**src/rtl/fifo_sync_param_2_if.sv**
```systemverilog
// Bundle of producer/consumer signals for the single-clock elastic FIFO.
//
// Handshake semantics (both sides are sampled on the rising clock edge):
//   write side : w_en is a request. It is accepted on an edge only when w_full
//                was low before that edge. A request made while w_full is high
//                is dropped and raises the sticky overflow flag.
//   read side  : r_en is a request, or the pop of the head word in FWFT mode.
//                It is accepted on an edge only when r_empty was low before
//                that edge. A request made while r_empty is high is ignored
//                and raises the sticky underflow flag.
//   rdata is meaningful only while r_valid is high.
interface fifo_sync_param_2_if #(
    parameter int MEMORY_WIDTH = 8,
    parameter int ADDRESS_SIZE = 4
);
    logic                    w_en;
    logic [MEMORY_WIDTH-1:0] wdata;
    logic                    r_en;
    logic                    err_clr;
    logic [MEMORY_WIDTH-1:0] rdata;
    logic                    r_valid;
    logic                    w_full;
    logic                    r_empty;
    logic                    almost_full;
    logic                    almost_empty;
    logic [ADDRESS_SIZE:0]   count;
    logic                    overflow;
    logic                    underflow;

    // Producer/consumer side: drives requests and observes status.
    modport master (
        output w_en, wdata, r_en, err_clr,
        input  rdata, r_valid, w_full, r_empty, almost_full, almost_empty,
               count, overflow, underflow
    );

    // FIFO side.
    modport slave (
        input  w_en, wdata, r_en, err_clr,
        output rdata, r_valid, w_full, r_empty, almost_full, almost_empty,
               count, overflow, underflow
    );
endinterface

```
**src/rtl/fifo_sync_param_2.sv**
```systemverilog
// Single-clock parametrised FIFO with occupancy count, programmable almost
// flags, sticky overflow/underflow errors and a selectable read mode
// (registered read or first-word-fall-through).
module fifo_sync_param_2 #(
    parameter int MEMORY_WIDTH    = 8,
    parameter int ADDRESS_SIZE    = 4,
    parameter int ALMOST_FULL_TH  = 12,
    parameter int ALMOST_EMPTY_TH = 4,
    parameter int FWFT            = 0
) (
    input  logic                clk,
    input  logic                rst_n,
    fifo_sync_param_2_if.slave  bus
);

    localparam int DEPTH = 2 ** ADDRESS_SIZE;
    localparam int CW    = ADDRESS_SIZE + 1;

    localparam logic [CW-1:0] DEPTH_CNT = CW'(DEPTH);
    localparam logic [CW-1:0] AF_CNT    = CW'(ALMOST_FULL_TH);
    localparam logic [CW-1:0] AE_CNT    = CW'(ALMOST_EMPTY_TH);

    // Reject illegal parameter combinations at elaboration time.
    if (MEMORY_WIDTH < 1) begin : g_bad_width
        $error("fifo_sync_param_2: MEMORY_WIDTH must be >= 1");
    end
    if (ADDRESS_SIZE < 1) begin : g_bad_addr
        $error("fifo_sync_param_2: ADDRESS_SIZE must be >= 1");
    end
    if (ALMOST_FULL_TH < 1 || ALMOST_FULL_TH > DEPTH) begin : g_bad_af_th
        $error("fifo_sync_param_2: ALMOST_FULL_TH must be in 1..DEPTH");
    end
    if (ALMOST_EMPTY_TH < 0 || ALMOST_EMPTY_TH > DEPTH - 1) begin : g_bad_ae_th
        $error("fifo_sync_param_2: ALMOST_EMPTY_TH must be in 0..DEPTH-1");
    end

    // Storage; contents are deliberately not reset.
    logic [MEMORY_WIDTH-1:0] mem [DEPTH];

    // Binary pointers one bit wider than the address so full and empty
    // are distinguishable; they wrap modulo 2*DEPTH.
    logic [CW-1:0] w_ptr;
    logic [CW-1:0] r_ptr;
    logic [CW-1:0] w_ptr_nxt;
    logic [CW-1:0] r_ptr_nxt;
    logic [CW-1:0] count_nxt;

    // Registered occupancy and status flags.
    logic [CW-1:0] count_q;
    logic          full_q;
    logic          empty_q;
    logic          af_q;
    logic          ae_q;
    logic          ovf_q;
    logic          udf_q;

    logic          wr_ok;
    logic          rd_ok;

    logic [ADDRESS_SIZE-1:0] w_addr;
    logic [ADDRESS_SIZE-1:0] r_addr;

    logic [MEMORY_WIDTH-1:0] rdata_int;
    logic                    r_valid_int;

    assign w_addr = w_ptr[ADDRESS_SIZE-1:0];
    assign r_addr = r_ptr[ADDRESS_SIZE-1:0];

    // Acceptance uses the registered flags, so a full FIFO still accepts a
    // read (and drops the write) and an empty one still accepts a write.
    assign wr_ok = bus.w_en & ~full_q;
    assign rd_ok = bus.r_en & ~empty_q;

    // Next pointers and the occupancy they imply.
    always_comb begin
        w_ptr_nxt = w_ptr;
        r_ptr_nxt = r_ptr;
        if (wr_ok) begin
            w_ptr_nxt = w_ptr + CW'(1);
        end
        if (rd_ok) begin
            r_ptr_nxt = r_ptr + CW'(1);
        end
        count_nxt = w_ptr_nxt - r_ptr_nxt;
    end

    // Pointers, count and flags; flags are decoded from the next count and
    // registered so they only ever change on a clock edge.
    always_ff @(posedge clk or negedge rst_n) begin
        if (!rst_n) begin
            w_ptr   <= '0;
            r_ptr   <= '0;
            count_q <= '0;
            full_q  <= 1'b0;
            empty_q <= 1'b1;
            af_q    <= 1'b0;
            ae_q    <= 1'b1;
        end else begin
            w_ptr   <= w_ptr_nxt;
            r_ptr   <= r_ptr_nxt;
            count_q <= count_nxt;
            full_q  <= (count_nxt == DEPTH_CNT);
            empty_q <= (count_nxt == '0);
            af_q    <= (count_nxt >= AF_CNT);
            ae_q    <= (count_nxt <= AE_CNT);
        end
    end

    // Sticky error flags; a new error in the same cycle as err_clr wins.
    always_ff @(posedge clk or negedge rst_n) begin
        if (!rst_n) begin
            ovf_q <= 1'b0;
            udf_q <= 1'b0;
        end else begin
            if (bus.w_en && full_q) begin
                ovf_q <= 1'b1;
            end else if (bus.err_clr) begin
                ovf_q <= 1'b0;
            end
            if (bus.r_en && empty_q) begin
                udf_q <= 1'b1;
            end else if (bus.err_clr) begin
                udf_q <= 1'b0;
            end
        end
    end

    // Memory write port.
    always_ff @(posedge clk) begin
        if (wr_ok) begin
            mem[w_addr] <= bus.wdata;
        end
    end

    if (FWFT != 0) begin : g_fwft
        // Head word is presented combinationally whenever the FIFO holds data;
        // it reads as zero while empty so rdata is defined after reset.
        always_comb begin
            rdata_int   = '0;
            r_valid_int = ~empty_q;
            if (!empty_q) begin
                rdata_int = mem[r_addr];
            end
        end
    end else begin : g_reg
        logic [MEMORY_WIDTH-1:0] rdata_q;
        logic                    r_valid_q;

        // Registered read: data lands one edge after an accepted read and
        // r_valid marks that single cycle; rdata otherwise holds.
        always_ff @(posedge clk or negedge rst_n) begin
            if (!rst_n) begin
                rdata_q   <= '0;
                r_valid_q <= 1'b0;
            end else begin
                r_valid_q <= rd_ok;
                if (rd_ok) begin
                    rdata_q <= mem[r_addr];
                end
            end
        end

        assign rdata_int   = rdata_q;
        assign r_valid_int = r_valid_q;
    end

    assign bus.rdata        = rdata_int;
    assign bus.r_valid      = r_valid_int;
    assign bus.w_full       = full_q;
    assign bus.r_empty      = empty_q;
    assign bus.almost_full  = af_q;
    assign bus.almost_empty = ae_q;
    assign bus.count        = count_q;
    assign bus.overflow     = ovf_q;
    assign bus.underflow    = udf_q;

endmodule

```
**src/flat_wrapper.sv**
```systemverilog
// flat-port wrapper written by rule: the top's interface ports become plain ports
module fifo_sync_param_2_flat 
#(
    parameter int MEMORY_WIDTH    = 8,
    parameter int ADDRESS_SIZE    = 4,
    parameter int ALMOST_FULL_TH  = 12,
    parameter int ALMOST_EMPTY_TH = 4,
    parameter int FWFT            = 0
)
  (clk, rst_n, bus_w_en, bus_wdata, bus_r_en, bus_err_clr, bus_rdata, bus_r_valid, bus_w_full, bus_r_empty, bus_almost_full, bus_almost_empty, bus_count, bus_overflow, bus_underflow);
  fifo_sync_param_2_if #(.MEMORY_WIDTH(MEMORY_WIDTH), .ADDRESS_SIZE(ADDRESS_SIZE)) bus_i ();
  input  logic clk;
  input  logic rst_n;
  input wire logic [$bits(bus_i.w_en)-1:0] bus_w_en;
  input wire logic [$bits(bus_i.wdata)-1:0] bus_wdata;
  input wire logic [$bits(bus_i.r_en)-1:0] bus_r_en;
  input wire logic [$bits(bus_i.err_clr)-1:0] bus_err_clr;
  output wire logic [$bits(bus_i.rdata)-1:0] bus_rdata;
  output wire logic [$bits(bus_i.r_valid)-1:0] bus_r_valid;
  output wire logic [$bits(bus_i.w_full)-1:0] bus_w_full;
  output wire logic [$bits(bus_i.r_empty)-1:0] bus_r_empty;
  output wire logic [$bits(bus_i.almost_full)-1:0] bus_almost_full;
  output wire logic [$bits(bus_i.almost_empty)-1:0] bus_almost_empty;
  output wire logic [$bits(bus_i.count)-1:0] bus_count;
  output wire logic [$bits(bus_i.overflow)-1:0] bus_overflow;
  output wire logic [$bits(bus_i.underflow)-1:0] bus_underflow;
  assign bus_i.w_en = bus_w_en;
  assign bus_i.wdata = bus_wdata;
  assign bus_i.r_en = bus_r_en;
  assign bus_i.err_clr = bus_err_clr;
  assign bus_rdata = bus_i.rdata;
  assign bus_r_valid = bus_i.r_valid;
  assign bus_w_full = bus_i.w_full;
  assign bus_r_empty = bus_i.r_empty;
  assign bus_almost_full = bus_i.almost_full;
  assign bus_almost_empty = bus_i.almost_empty;
  assign bus_count = bus_i.count;
  assign bus_overflow = bus_i.overflow;
  assign bus_underflow = bus_i.underflow;
  fifo_sync_param_2 #(.MEMORY_WIDTH(MEMORY_WIDTH), .ADDRESS_SIZE(ADDRESS_SIZE), .ALMOST_FULL_TH(ALMOST_FULL_TH), .ALMOST_EMPTY_TH(ALMOST_EMPTY_TH), .FWFT(FWFT)) u_core (.clk(clk), .rst_n(rst_n), .bus(bus_i));
endmodule
```
**config.mk**
```make
export PLATFORM = sky130hd
export DESIGN_NAME = fifo_sync_param_2_flat
export DESIGN_NICKNAME = d
export VERILOG_FILES = /design/src/rtl/fifo_sync_param_2_if.sv /design/src/rtl/fifo_sync_param_2.sv /design/src/flat_wrapper.sv
export SDC_FILE = /design/constraint.sdc
export NUM_CORES = 1
export LEC_CHECK = 0
export CAP_MARGIN = 25
export CORE_UTILIZATION = 46
export DETAILED_ROUTE_END_ITERATION = 8
export GPL_ROUTABILITY_DRIVEN = 1
export GPL_TIMING_DRIVEN = 0
export PLACE_DENSITY = 0.74
export SYNTH_ARGS = -nofsm -noshare
export SYNTH_HDL_FRONTEND = slang
export SYNTH_SLANG_ARGS = --single-unit
export TNS_END_PERCENT = 20
```
**constraint.sdc**
```tcl
create_clock -name clk -period 6.74 [get_ports clk]
set_clock_uncertainty 0.2 [all_clocks]
set_input_delay 0.674 -clock clk [delete_from_list [all_inputs] [get_ports clk]]
set_output_delay 0.674 -clock clk [all_outputs]
set_load 0.02 [all_outputs]
```
# Yosys cells after proc, flatten, opt, wreduce, memory -nomap -nowiden
# Memories as Yosys holds them, arrays and structs flattened. A register that Yosys moved wholly into a read port is not among the register bits.
# Cells that the tools add are included.
[word_totals] ff_bits=22 ram_bits=128 inputBits=13 output_inout_bits=20 mem_count=1
[classes] add_sub_neg=3 n_lt_le_gt_ge=2 eq_ne=1 mux=7 n_bitwise=4 n_reduce_logical=6
[mem_list] memory="u_core.mem" depth=16 width=8 rd=1 rd_clocked_by_memory_dff=1 write_ports=1 line="fifo_sync_param_2.sv:38" text="logic [MEMORY_WIDTH-1:0] mem [DEPTH];"
[ops] op="adder 5 x 1 -> 5 bit (second input constant)" n=2
[ops] op="2-to-1 mux 5 bit" n=2
[ops] op="equality test 5 bit (second input constant)" n=1
[ops] op="greater-or-equal comparator 5 x 4 -> 1 bit (second input constant)" n=1
[ops] op="<= comparator 5 x 3 -> 1 bit (second input constant)" n=1
[ops] op="logical NOT 5 bit" n=1
[ops] op="2-to-1 mux 1 bit" n=5
[ops] op="subtractor 5 bit" n=1
[ops] op="nonzero test 2 bit" n=2
[ops] op="AND 1 bit" n=2
[ops] op="logical AND 1 bit" n=2
[ops] op="NOT 1 bit" n=2
[ops] op="logical NOT 1 bit" n=1

# Logic depth before layout (Yosys ltp)
# Gate-level depths: netlist of run 1.
[logic_depth] ltp_word=5 ltp_mapped=12

# Worst setup path before layout of run 1
# OpenSTA, ideal clock, no wires.
[synth_timing] kind="input port to flip-flop" from="input bus_r_en" to="register u_core.full_q (netlist: u_core.bus.w_full)" arrival_ns=2.875 required_ns=6.422 path_slack_ns=3.546 stages=10 path_buffers=2 path_cell_list="nand2b_1 > clkbuf_1 > clkbuf_1 > xnor2_1 > ha_1 > fa_1 > nor3_1 > a311o_1 > xnor3_2 > and2b_1"
[synth_via] elab_chain_len=4
[synth_lines] element="from (decl)" line="flat_wrapper.sv:16" text="input wire logic [$bits(bus_i.r_en)-1:0] bus_r_en;"
[synth_lines] element="AND 1 bit" line="fifo_sync_param_2.sv:72" text="assign rd_ok = bus.r_en & ~empty_q;"
[synth_lines] element="2-to-1 mux 5 bit" line="fifo_sync_param_2.sv:81" text="if (rd_ok) begin"
[synth_lines] element="via u_core.r_ptr_nxt[0]" line="fifo_sync_param_2.sv:45" text="logic [CW-1:0] r_ptr_nxt;"
[synth_lines] element="subtractor 5 bit" line="fifo_sync_param_2.sv:84" text="count_nxt = w_ptr_nxt - r_ptr_nxt;"
[synth_lines] element="via u_core.count_nxt[4]" line="fifo_sync_param_2.sv:46" text="logic [CW-1:0] count_nxt;"
[synth_lines] element="equality test 5 bit" line="fifo_sync_param_2.sv:102" text="full_q <= (count_nxt == DEPTH_CNT);"
[synth_lines] element="to (signal assigned)" line="fifo_sync_param_2.sv:102"
[synth_lines] element="to (decl)" line="fifo_sync_param_2.sv:50" text="logic full_q;"
# The timed path passes the listed nets, and every way through them passes these cells.
# A chain may end at the register's enable or synchronous reset.

# Worst setup path after layout of run 1
# Same ends and word-level chain as after synthesis.

==> flow_metrics.py, run 1 <==
metrics = {
    "clock_tree": {
        "clockBufferDepth": 2,
        "cts_resized": 0,
        "clkTransAtPathRegs_ns": 0.06,
        "h-tree-depth": 4,
        "holdBufCountCts": 0,
        "cts_tree": "built",
        "insertion_delay_ns": 0.43,
        "root_buffer": "clkbuf_16",
        "cts_sinks": 158,
        "cts_inserted_buffers": 17,
        "cts_setup_buffers": 0,
    },
    "drt": {
        "num_vias": 3176,
        "drcViolationCount": 0,
        "viasPerCell": 5.495,
        "post_drt_wl_per_cell_um": 21.32,
        "routed_wl_um": 12320,
        "dr.pass1.iters": 4,
        "antenna_left": 0,
        "drtIter0Drc": 260,
    },
    "worst_setup_path": {
        "crit_path_frequent_cell": "clkbuf_1",
        "critical_path_class": "primary input to flip-flop",
        "worstPathMaxFanout": 10,
        "cp.arrival_ns": 4.00,
        "cp-startpoint": "bus_r_en",
        "crit_chain": "clkdlybuf4s50_1 > nand2b_1 > clkbuf_1 > clkbuf_1 > xnor2_1 > ha_1 > fa_1 > nor3_1 > a311o_1 > xnor3_2 > and2b_1",
        "regToRegStartpoint": "u_core.r_ptr[1]",
        "crit_buf_inv": 3,
        "worst_setup_path_end_kind": "flip-flop",
        "required_ns": 6.85,
        "crit_family": "buffers and inverters",
        "r2r_slack_ns": 2.97,
        "critPathMaxStageDelay_ns": 0.48,
        "startpoint_type": "primary input",
        "ff2ff_path_depth": 12,
        "path_depth": 11,
        "crit_slowest_cell": "clkdlybuf4s50_1",
        "crit_end": "u_core.bus.w_full",
        "r2r_end": "u_core.bus.w_full",
    },
    "pwr": {
        "total_power_mw": 3.580,
        "vdd_drop_max_mv": 0.1863,
        "p_per_area_mw_per_mm2": 475.0,
        "p_leak_nw": 2.643,
    },
    "cells_and_area": {
        "drive_gt1_frac": 0.2214,
        "fin_nets": 411,
        "antenna_cells": 0,
        "nFillCells": 997,
        "fin_area_mm2": 0.007537,
        "area_growth_pct": 20.14,
        "stdcell_count": 578,
    },
    "placement": {
        "dpl.cell_count": 545,
        "hpwl_um": 8103,
        "gp_congestion": 0.7696,
        "placed_cell_area_mm2": 0.006872,
        "port_buffers": 32,
    },
    "grt": {
        "grt_pass1_vias": 3390,
        "antenna_found_initial": 0,
        "grt_pass1_wl_um": 19460,
        "grt_usage": 0.1949,
        "grt_overflow_total": 0,
        "grt_max_degree": 22,
    },
    "sta": {
        "slew_violations": 0,
        "setup_viol": 0,
        "rsz0062_at_grt": "false",
        "fin_crit_sh": 0.5778,
        "tns_ns": 0,
        "hold_ws_ns": 0.2828,
        "hold_viol_final": 0,
        "tightest_slew_ns": 0.8466,
        "relSlewSlack": 0.4335,
        "max_freq_mhz": 256.8,
        "fin_crit_ns": 3.894,
    },
    "logic_synthesis": {
        "synthMostInstantiatedCell": "edfxtp_1",
        "synth_ff_type": "edfxtp_1",
        "synth_seq_cells": 158,
        "async_reset_ff_frac": 0.1899,
        "ys_warn_count": 0,
        "syn_inst": 332,
        "synth_area_mm2": 0.006274,
        "synth_edf_count": 128,
        "synth_area_leaders": "edfxtp_1, mux4_2, dfrtp_1",
        "synth_top_area_share": 0.6127,
        "synth-seq-area-share": 0.7327,
        "syn_nets": 354,
        "avgSynthCellArea_um2": 18.90,
        "synthTopCellsByCount": "edfxtp_1, mux4_2, dfrtp_1, nand2_1, nor2_1",
        "synth_top_area_cell": "edfxtp_1",
        "yosys.cell_types.count": 39,
    },
    "floorplanning": {
        "ios": 33,
        "coreArea_mm2": 0.01330,
        "initial_utilization": 0.4719,
        "dieArea_mm2": 0.01411,
        "dieWidth_um": 118.8,
        "fp-row-count": 42,
        "die_h_um": 118.8,
    },
    "flow_run": {
        "max-cap-violations": 0,
    },
    "outcome": {
        "status": "finished clean",
    },
    "worst_hold_path": {
        "hp-class": "flip-flop to flip-flop",
    },
}
==> logic make-up after synthesis <==
kind of cell	count (synthesis)	synth area share
AO/OA/AOI/OAI	34	0.03949
adder cells (fa/ha/maj)	10	0.02074
buffers and inverters	30	0.02333
multiplexers	32	0.1149
flip-flops	158	0.7327
XOR/XNOR	13	0.02294
AND/OR/NAND/NOR	55	0.04587
==> cell type report <==
cell class                 instances  area, µm²  area share
buffer                            16      93.84     0.01245
clock buffer                      17      425.4     0.05644
clock inverter                    15      232.7     0.03088
inverter                          14      52.55    0.006972
multi-input combinational        144       1530      0.2030
sequential                       158       4597      0.6099
tap                              176      220.2     0.02922
timing repair buffer              38      385.4     0.05113
==> cell usage in the layout, fill, tap and decap left out, drive strengths merged, types with 13 or more instances in the layout <==
cell           count
buf               16
clkbuf            23
inv               18
edfxtp           128
nand2             20
dfrtp             28
clkdlybuf4s50     32
nor2              14
mux4              32
o21ai             13
==> sequential cells by signal, summed over array words and instances (netlist names), named ones only <==
name                     count
u_core.bus.r_empty           1
u_core.bus.overflow          1
u_core.bus.almost_empty      1
u_core.mem                 128
u_core.bus.r_valid           1
u_core.bus.underflow         1
u_core.r_ptr                 4
u_core.bus.count             5
u_core.w_ptr                 4
u_core.bus.almost_full       1
u_core.bus.rdata             8
u_core.bus.w_full            1
==> per-stage QoR <==
stage            util  worst slack [ns]
3_3_place_gp   0.5125             2.512
4_1_cts        0.5663             2.878
3_5_place_dp   0.5168             2.457
6_report       0.5669             2.846
5_1_grt        0.5669             2.652
2_1_floorplan       -             3.546
==> routing by layer <==
metal | part of all wire | global-route usage | routed length, µm | vias up
li1 | - | - | - | 1410
met4 | 0.018 | 0.08703 | 226 | 0
met3 | 0.056 | 0.04102 | 690 | 19
met1 | 0.41 | 0.2552 | 5099 | 1660
met5 | 0 | 0 | 0 | -
met2 | 0.51 | 0.3147 | 6306 | 87
==> where the power goes <==
part           internal, mW  switching, mW
clock network         0.663          0.393
registers              1.22         0.0573
logic                 0.566          0.679
total                  2.45           1.13
==> worst min path at each step <==
stage / startpoint / end / cells after the start
6_report: u_core.r_ptr[4] / u_core.r_ptr[4] / 1
5_1_grt: u_core.r_ptr[4] / u_core.r_ptr[4] / 1
4_1_cts: u_core.r_ptr[4] / u_core.r_ptr[4] / 1
3_5_place_dp: u_core.bus.rdata[4] / u_core.bus.rdata[4] / 2
3_3_place_gp: u_core.w_ptr[4] / u_core.w_ptr[4] / 1
2_1_floorplan: rst_n / async pin / 0
(Power assumes the default switching activity.)
==> run 2, diff against run 1 <==
clock period = 3.84 ns   (was 6.74 ns; I/O delays follow)
==> flow_metrics.py, run 2 (synthesis results as in run 1) <==
metrics = {
    "drt": {
        "antenna_left": 0,
        "drcViolationCount": 0,
        "dr.pass1.iters": 5,
        "routed_wl_um": 12250,
        "post_drt_wl_per_cell_um": 21.24,
        "drtIter0Drc": 236,
        "viasPerCell": 5.503,
        "num_vias": 3175,
    },
    "clock_tree": {
        "cts_setup_buffers": 0,
        "h-tree-depth": 4,
        "clockBufferDepth": 2,
        "cts_sinks": 158,
        "root_buffer": "clkbuf_16",
        "holdBufCountCts": 0,
        "cts_inserted_buffers": 17,
        "insertion_delay_ns": 0.43,
        "clkTransAtPathRegs_ns": 0.06,
        "cts_tree": "built",
    },
    "sta": {
        "rsz0062_at_grt": "false",
        "setup_viol": 0,
        "tightest_slew_ns": 0.8334,
        "hold_ws_ns": 0.1130,
        "relSlewSlack": 0.4424,
        "fin_crit_sh": 0.9345,
        "hold_viol_final": 0,
        "max_freq_mhz": 278.7,
        "fin_crit_ns": 3.588,
        "slew_violations": 0,
        "setup_slack_ns": 0.2516,
    },
    "outcome": {
        "status": "finished clean",
    },
    "worst_setup_path": {
        "ff2ff_path_depth": 11,
        "startpoint_type": "flip-flop",
        "critPathMaxStageDelay_ns": 0.60,
        "cp.arrival_ns": 3.70,
        "regToRegStartpoint": "u_core.r_ptr[1]",
        "worst_setup_path_end_kind": "flip-flop",
        "required_ns": 3.95,
        "r2r_end": "u_core.bus.w_full",
        "critical_path_class": "flip-flop to flip-flop",
        "crit_chain": "buf_2 > buf_2 > nand4_1 > xnor2_1 > inv_1 > ha_1 > inv_1 > nor3_1 > a311o_1 > xnor3_2 > and2b_1",
        "worstPathMaxFanout": 10,
        "crit_slowest_cell": "dfrtp_1",
        "r2r_slack_ns": 0.25,
    },
    "cells_and_area": {
        "drive_gt1_frac": 0.2244,
        "stdcell_count": 577,
        "layout_common_cells": "edfxtp_1, mux4_2, clkdlybuf4s50_1, dfrtp_1, nand2_1",
        "area_growth_pct": 20.10,
        "fin_nets": 410,
        "final_common_cell": "edfxtp_1",
        "regMostFlops": "u_core.mem",
        "largest_reg_flops": 128,
        "antenna_cells": 0,
    },
    "pwr": {
        "vdd_drop_max_mv": 0.3252,
        "p_per_area_mw_per_mm2": 832.7,
        "p_leak_nw": 2.645,
    },
    "floorplanning": {
        "coreArea_mm2": 0.01330,
        "dieArea_mm2": 0.01411,
        "die_h_um": 118.8,
        "dieWidth_um": 118.8,
        "fp-row-count": 42,
        "ios": 33,
        "initial_utilization": 0.4719,
    },
    "grt": {
        "antenna_found_initial": 0,
        "grt_pass1_vias": 3390,
        "grt_max_degree": 22,
        "grt_pass1_wl_um": 19460,
        "grt_overflow_total": 0,
        "grt_usage": 0.1949,
    },
    "placement": {
        "gp_congestion": 0.7696,
        "post-place-ws_ns": -0.1527,
        "hpwl_um": 8103,
        "dpl.cell_count": 545,
        "port_buffers": 32,
    },
    "worst_hold_path": {
        "hp-class": "primary input to async pin",
    },
    "flow_run": {
        "max-cap-violations": 0,
    },
}
run 2: cell types whose count changed in the layout (fill, tap and decap cells not counted), sizes merged:
cell,delta
clkbuf,-1
run 2: metrics by stage:
step	cell area (µm²)	total power, mW	util	setup TNS, ns
floorplan	6274	3.805	-	0
global placement	6814	4.393	0.5125	-0.2311
detailed placement	6872	4.473	0.5168	-0.4185
CTS	7530	6.328	0.5663	0
global route	7535	6.578	0.5667	0
finish	7535	6.275	0.5667	0
run 2: area by class of cell:
| type | instances | area (µm²) |
|---|---|---|
| flip-flops and latches | 158 | 4597 |
| clock inverters | 15 | 232.7 |
| multi-input cells | 144 | 1530 |
| repair buffers | 38 | 385.4 |
| fillers | 996 | 5761 |
| clock buffers | 17 | 425.4 |
| inverters | 14 | 52.55 |
| plain buffers | 15 | 91.34 |
| well taps | 176 | 220.2 |
run 2: worst max-delay path by stage:
stage	cells past startpoint	from	endpoint	slack [ns]
2_1_floorplan	10	u_core.bus.r_empty	u_core.bus.w_full	0.67
3_5_place_dp	11	bus_r_en	u_core.bus.w_full	-0.15
6_report	11	u_core.r_ptr[1]	u_core.bus.w_full	0.25
5_1_grt	11	u_core.r_ptr[1]	u_core.bus.w_full	0.08
4_1_cts	12	u_core.r_ptr[1]	u_core.bus.w_full	0.07
3_3_place_gp	11	bus_r_en	u_core.bus.w_full	-0.1
run 2: where the power goes:
group | switching (mW) | internal [mW]
combinational | 1.17 | 0.991
clock | 0.687 | 1.16
sequential | 0.118 | 2.15
run 2: per-layer routing:
| metal | GRT usage | vias to the layer above | wire (µm) |
|---|---|---|---|
| met1 | 0.2552 | 1656 | 5129 |
| met3 | 0.04102 | 19 | 628 |
| li1 | - | 1409 | - |
| met5 | 0 | - | 0 |
| met2 | 0.3147 | 91 | 6248 |
| met4 | 0.08703 | 0 | 247 |
run 2: worst max-delay path, delay by kind of cell, from the launching register on:
kind                     cells  cell delay [ns]
AO/OA/AOI/OAI                1             0.38
XOR/XNOR                     2             0.64
adder cells (fa/ha/maj)      1             0.32
buffers and inverters        4             0.89
flip-flops                   1             0.60
AND/OR/NAND/NOR              3             0.43
run 2: what timing repair did:
item | in CTS | in global routing
endpoints found under the setup margin | 0 | 3
resized for setup | 0 | 2
endpoints found under the hold margin | 0 | 0
